**src/rtl/serial_in_parallel_out_reg_pkg.sv**
```systemverilog
// Shared definitions for the serial link shift registers. The bit-order
// encoding is common to the transmit (parallel-in) and receive (serial-in)
// ends so both sides agree on what shift_left_right means.
package serial_in_parallel_out_reg_pkg;

  // Bit-order select values carried on shift_left_right.
  localparam logic ORDER_MSB_FIRST = 1'b0;  // left shift, MSB arrives first
  localparam logic ORDER_LSB_FIRST = 1'b1;  // right shift, LSB arrives first

  // Narrowest counter that can index every bit position of a word.
  function automatic int cnt_width(input int width);
    return (width <= 2) ? 1 : $clog2(width);
  endfunction

endpackage : serial_in_parallel_out_reg_pkg

```
**src/rtl/serial_in_parallel_out_reg.sv**
```systemverilog
// Serial-in / parallel-out receive register. Assembles WIDTH-bit words one
// qualified bit per clock in either bit order. Each completed word goes into
// a one-word holding register and is handed off with a valid/ready
// handshake. When a word completes while the holding register is still full
// and is not being drained, that word is dropped and the sticky overrun flag
// is raised.
module serial_in_parallel_out_reg
  import serial_in_parallel_out_reg_pkg::*;
#(
  parameter int WIDTH = 8
) (
  input  logic             clk,
  input  logic             reset_n,
  input  logic             sin,
  input  logic             sin_valid,
  input  logic             shift_left_right,
  input  logic             clear,
  output logic [WIDTH-1:0] q,
  output logic             q_valid,
  input  logic             q_ready,
  output logic             busy,
  output logic             overrun
);

  localparam int                CNT_W    = cnt_width(WIDTH);
  localparam logic [CNT_W-1:0] CNT_LAST = CNT_W'(WIDTH - 1);

  logic [WIDTH-1:0] sr;
  logic [WIDTH-1:0] sr_next;
  logic [CNT_W-1:0] cnt;
  logic             dir_q;
  logic             order;
  logic             shift_en;
  logic             word_done;
  logic             consume;
  logic             load;

  // Pick this bit's order (fresh from the input on the first bit of a word,
  // latched afterwards) and form the post-shift register value.
  always_comb begin
    // NOTE: every signal assigned in a combinational block gets a default
    // first, so no path can leave it unassigned and infer a latch.
    order   = dir_q;
    sr_next = {sr[WIDTH-2:0], sin};
    if (cnt == '0) begin
      order = shift_left_right;
    end
    if (order == ORDER_LSB_FIRST) begin
      sr_next = {sin, sr[WIDTH-1:1]};
    end
  end

  // clear takes priority over an incoming bit, so an abort on the last-bit
  // edge produces no word and cannot raise overrun.
  assign shift_en  = sin_valid & ~clear;
  assign word_done = shift_en & (cnt == CNT_LAST);
  assign consume   = q_valid & q_ready;
  // A finishing word can enter the holding register if it is empty or is
  // being drained on this same edge.
  assign load      = word_done & (~q_valid | q_ready);
  assign busy      = (cnt != '0);

  // Word assembly: shift register, bit counter and latched bit order.
  always_ff @(posedge clk or negedge reset_n) begin
    // NOTE: sequential state is updated with non-blocking assignments so
    // every register samples pre-edge values regardless of statement order.
    if (!reset_n) begin
      sr    <= '0;
      cnt   <= '0;
      dir_q <= ORDER_MSB_FIRST;
    end else if (clear) begin
      sr  <= '0;
      cnt <= '0;
    end else if (sin_valid) begin
      sr    <= sr_next;
      dir_q <= order;
      if (cnt == CNT_LAST) begin
        cnt <= '0;
      end else begin
        cnt <= cnt + CNT_W'(1);
      end
    end
  end

  // Output holding register, consumer handshake and sticky overrun flag.
  always_ff @(posedge clk or negedge reset_n) begin
    if (!reset_n) begin
      q       <= '0;
      q_valid <= 1'b0;
      overrun <= 1'b0;
    end else begin
      if (load) begin
        q       <= sr_next;
        q_valid <= 1'b1;
      end else if (consume) begin
        q_valid <= 1'b0;
      end

      if (clear) begin
        overrun <= 1'b0;
      end else if (word_done && !load) begin
        overrun <= 1'b1;
      end
    end
  end

endmodule : serial_in_parallel_out_reg

```
**config.mk**
```make
export PLATFORM = sky130hd
export DESIGN_NAME = serial_in_parallel_out_reg
export DESIGN_NICKNAME = d
export VERILOG_FILES = /design/src/rtl/serial_in_parallel_out_reg_pkg.sv /design/src/rtl/serial_in_parallel_out_reg.sv
export SDC_FILE = /design/constraint.sdc
export NUM_CORES = 1
export LEC_CHECK = 0
export ABC_AREA = 1
export CAP_MARGIN = 0
export CORE_MARGIN = 10
export CORE_UTILIZATION = 35
export CTS_CLUSTER_DIAMETER = 30
export DETAILED_ROUTE_END_ITERATION = 6
export DONT_BUFFER_PORTS = 1
export GPL_ROUTABILITY_DRIVEN = 0
export PLACE_DENSITY = 0.54
export SLEW_MARGIN = 5
export SYNTH_ARGS = -nofsm -noshare
export SYNTH_HDL_FRONTEND = slang
export SYNTH_SLANG_ARGS = --single-unit
```
**constraint.sdc**
```tcl
create_clock -name clk -period 3.4 [get_ports clk]
set_input_delay 0.17 -clock clk [delete_from_list [all_inputs] [get_ports clk]]
set_output_delay 0.17 -clock clk [all_outputs]
set_load 0.02 [all_outputs]
```
* Yosys cells after proc, flatten, opt, wreduce, memory -nomap -nowiden
Index checks and enable logic that the tools add are counted.
** Word-level totals
- Logic and storage cells :: 34
- Output and inout port bits :: 11
- Register bits :: 22
- Bits of input ports :: 7
** Operators by class
- Multiplexer cells :: 11
- Equality and inequality tests :: 1
- $add $sub $neg :: 1
- Reductions and logical operators :: 8
- Bitwise logic cells :: 7
** Operator list (number)
- 2-to-1 mux 8 bit :: 3
- 2-to-1 mux 3 bit :: 3
- nonzero test 2 bit :: 3
- 2-to-1 mux 1 bit :: 5
- AND 1 bit :: 4
- adder 3 x 1 -> 3 bit (second input constant) :: 1
- equality test 3 bit (second input constant) :: 1
- zero test 3 bit :: 1
- nonzero test 3 bit :: 1
- NOT 1 bit :: 2
- AND reduction 2 bit :: 1
- logical AND 1 bit :: 1
- zero test 1 bit :: 1
- OR 1 bit :: 1

* Depth between registers and ports, before layout
- Depth after elaboration :: 8
- Gate-level depth with buffers :: 7
- Mapped depth without buffers :: 7

* Worst setup path before layout
OpenSTA, ideal clock, no wires.
- Path type :: register -> register
- From :: reg cnt[0]
- To :: reg q[0]
- Clock period less this slack :: 1.274 ns
- Cell stages (with the launch flop) :: 8
- Arrival :: 1.157 ns
- Setup slack :: 2.126 ns
- Setup time :: 0.117 ns
- Required time :: 3.283 ns
- Path buffers :: 0
- Path through :: dfrtp_1 > inv_1 > ha_1 > nand2_2 > nand2_2 > nand3_1 > nand3_1 > nand2_1
** On the way
- Cells in the longest elaborated chain, start to end :: 3
- Elaborated cells on any way between the ends :: 6
- Those cells by class :: 1 x eq/ne; 2 x mux; 2 x bitwise; 1 x reduce/logical
** RTL lines
- start, declared :: line serial_in_parallel_out_reg.sv:30 : logic [CNT_W-1:0] cnt;
- start signal, assigned :: line serial_in_parallel_out_reg.sv:80 : cnt <= cnt + CNT_W'(1);
- equality test 3 bit or zero test 3 bit (tied branches) :: line serial_in_parallel_out_reg.sv:56, serial_in_parallel_out_reg.sv:45
- AND 1 bit or 2-to-1 mux 1 bit (tied branches) :: line serial_in_parallel_out_reg.sv:56, serial_in_parallel_out_reg.sv:45
- AND 1 bit or 2-to-1 mux 8 bit (tied branches) :: line serial_in_parallel_out_reg.sv:60, serial_in_parallel_out_reg.sv:48
- end signal, assigned :: line serial_in_parallel_out_reg.sv:93 : q <= sr_next;
- end, declared :: line serial_in_parallel_out_reg.sv:18 : output logic [WIDTH-1:0] q,
Several ways; a longest one is shown, not always the timed one.
A chain may end at the register's enable or synchronous reset.

* Final worst setup path
- From :: reg cnt[0]
- To :: reg q[1]
The elaborated chain is that of the path after synthesis.

==> results.md <==
* Leak at 0.655 nW
* Hold buffers post-CTS at 1
* Hold Path Stages at 3
* Gr busiest metal: met2
* Max stage delay on crit path at 400 ps
* Sw Share at 0.285
* IO Port Bufs at 0
* Met2 GRT Util at 0.123
* Rows at 20
* Final worst path period share at 0.432
* Final Hold Vio Count at 0
* VDD IR-drop max at 0.134 mV
* Post-Synthesis Mean Instance Area at 8.31 sq um
* Ant diodes at 0
* HPWL after DPL at 1.74 mm
* Fmax achieved at 681 MHz
* Fin Clk Skew at 3.83 ps
* Total track usage at 0.0795
* Clk sink count at 22
* CP endpoint kind: register
* DP Area at 1150 sq um
* Clock root cell: clkbuf_4
* Synth area leader: dfrtp_1
* Met1 Track Usage GR at 0.0964
* Setup bufs post-CTS at 0
* Internal power at 367 uW
* Worst reg-to-reg setup slack at 1930 ps
* CTS tree: done
* FFs w/ async S/R, synth at 1.00
* CP startpoint kind: register
* Router iterations before antenna repair at 4
* Grt ovf at 0
* PostCTS Resize Cnt at 0
* Main synth FF type: dfrtp_1
* Wirelength, routed at 2.20 mm
* Hold Path Origin: clear
* Setup WS pre-CTS at 1960 ps
* Die Ht at 76.0 microns
* H-Tree Depth at 1
* Hold Crit Class: in -> reg
* Post-synth EDFFs at 0
* Final ANT Viol Nets at 0
* Reg-to-Reg End: q[1]
* Slowest cell on the critical path: dfrtp_1
* Layout cell share with drive strength beyond 1 at 0.118
* Synth top area share at 0.502
* Synth Register Bits at 22
* Worst Setup Slack, final at 1930 ps
* Area contributors post-synth: dfrtp_1 (50%), nand3_1 (16%), nand2_1 (12%), inv_1 (6.2%), ha_1 (3.4%)
* Synth warnings at 0
* Reg2Reg Depth at 7
* Final setup violation count at 0
* Status: finished clean
* Sequential share of power at 0.552
* Commonest cells post-synth: nand2_1 (36), nand3_1 (35), dfrtp_1 (22)
* Comb power frac at 0.174
* First-pass GRT wire length at 3.91 mm
* Pins Over Slew Limit at 0
* Synthesis-to-layout area growth at 8.78%
* RSZ-0062 raised after global routing: no
* WL/cell at 12.2 microns
* Via Count at 864
* Die X at 76.0 microns
* Final nets at 147
* Initial antenna violation count at 0
* NetSw at 146 uW
* R2r startpoint: cnt[0]
* Clock latency on the worst-skew pair at 310 ps
* # DRC at 0
* Core area at 3030 sq um
* TritonCTS Buffers at 3
* Rel. slew slack at 0.347
* Leading cell type by number of instances after synthesis: nand2_1
* TNS Setup at 0 ps
* Worst min-delay path endpoint: overrun
* Met3 GRT Util at 0.0153
* Fin area at 1190 sq um
* CP Data Required Time at 3610 ps
* Clock Power Share at 0.274
* Register area share after synthesis at 0.502
* Post-Syn Area at 1100 sq um
* Largest net degree at the start of global routing at 23
* Critical path arrival at 1680 ps
* Drt initial violations at 97
* Cells after Synth at 132
* Vias in the first global route at 855
* Via density at 4.80
* Mapped Nets at 142
* Yosys cell types at 15
* CP Class: reg -> reg
* Max-cap violations at 0
* Max Fanout on Critical Path at 8
* Min Tclk post-route at 1470 ps
* PD cells at 430 nW/um^2
* Die ar. at 5770 sq um
* Initial core utilization at 0.362
* Clock Path Buffers at 2
* Crit-path cells: inv_1, ha_1, nand2_2, nand2_2, nand3_1, nand3_1, nand2_1
* Worst hold slack at 40.0 ps
* IO Pins at 18
* Clock slew at reported path FFs at 110 ps
* Tightest Pin Transition at 976 ps
[sequential cells by signal, indices dropped and copies added, names as in the netlist]
register	count
dir_q	1
q_valid	1
cnt	3
q	8
overrun	1
sr	8
[placed cells by master, fill, tap and decap left out]
cell type,netlist,final
dfrtp_1,22,22
nand2_1,36,36
nor2_4,1,1
clkbuf_4,0,3
inv_2,2,2
nand2_4,1,1
o21ai_0,5,5
clkbuf_8,0,1
ha_1,3,3
nand3_2,2,2
inv_1,18,18
dlygate4sd3_1,0,1
nor2_2,1,1
nor2_8,1,1
inv_4,1,1
nand2_2,3,3
nand3_1,35,35
[layer usage]
metal,part of all wire,vias up
met3,0.068,5
li1,-,430
met1,0.44,396
met2,0.47,33
met4,0.026,0
met5,0,-
[power by group through the flow]
stage / clock network, mW / registers (mW) / logic [mW]
floorplan: 0 / 0.286 / 0.0694
CTS: 0.147 / 0.283 / 0.0891
detailed placement: 0 / 0.288 / 0.0828
global placement: 0 / 0.287 / 0.0814
global route: 0.160 / 0.285 / 0.104
finish: 0.141 / 0.283 / 0.0894
[layout make-up]
cell class	instances	area [sq um]
flip-flops and latches	22	551
inverters	21	81.3
multi-input cells	88	460
fillers	306	1830
clock buffers	4	36.3
well taps	44	55.1
repair buffers	1	10.0
[cell families after synthesis]
family,Yosys count,synth area share
and+or+nand+nor,80,0.363
DFF,22,0.502
buffers and inverters,22,0.0787
adders and majority gates,3,0.0342
AOI/OAI and AO/OA,5,0.0228
[worst max-delay path, delay by kind of cell (launching register included)]
family,cells,cell delay [ps]
DFF,1,400
and+or+nand+nor,5,620
adders and majority gates,1,240
buffers and inverters,1,90
[stage by stage]
stage | util | cells | power [mW]
floorplan | - | 132 | 0.355
global placement | 0.379 | 175 | 0.369
detailed placement | 0.379 | 175 | 0.371
CTS | 0.394 | 180 | 0.519
global route | 0.394 | 180 | 0.549
finish | 0.394 | 180 | 0.513
[how the worst max path moves through the flow]
stage / start / slack [ps] / cells after the start / to
2_1_floorplan: cnt[0] / 2130 / 7 / q[0]
3_3_place_gp: cnt[0] / 2000 / 7 / q[6]
3_5_place_dp: cnt[0] / 1960 / 7 / q[5]
4_1_cts: cnt[0] / 1930 / 7 / q[5]
5_1_grt: cnt[0] / 1770 / 7 / q[1]
6_report: cnt[0] / 1930 / 7 / q[1]
Power figures use the tool's default switching activity.
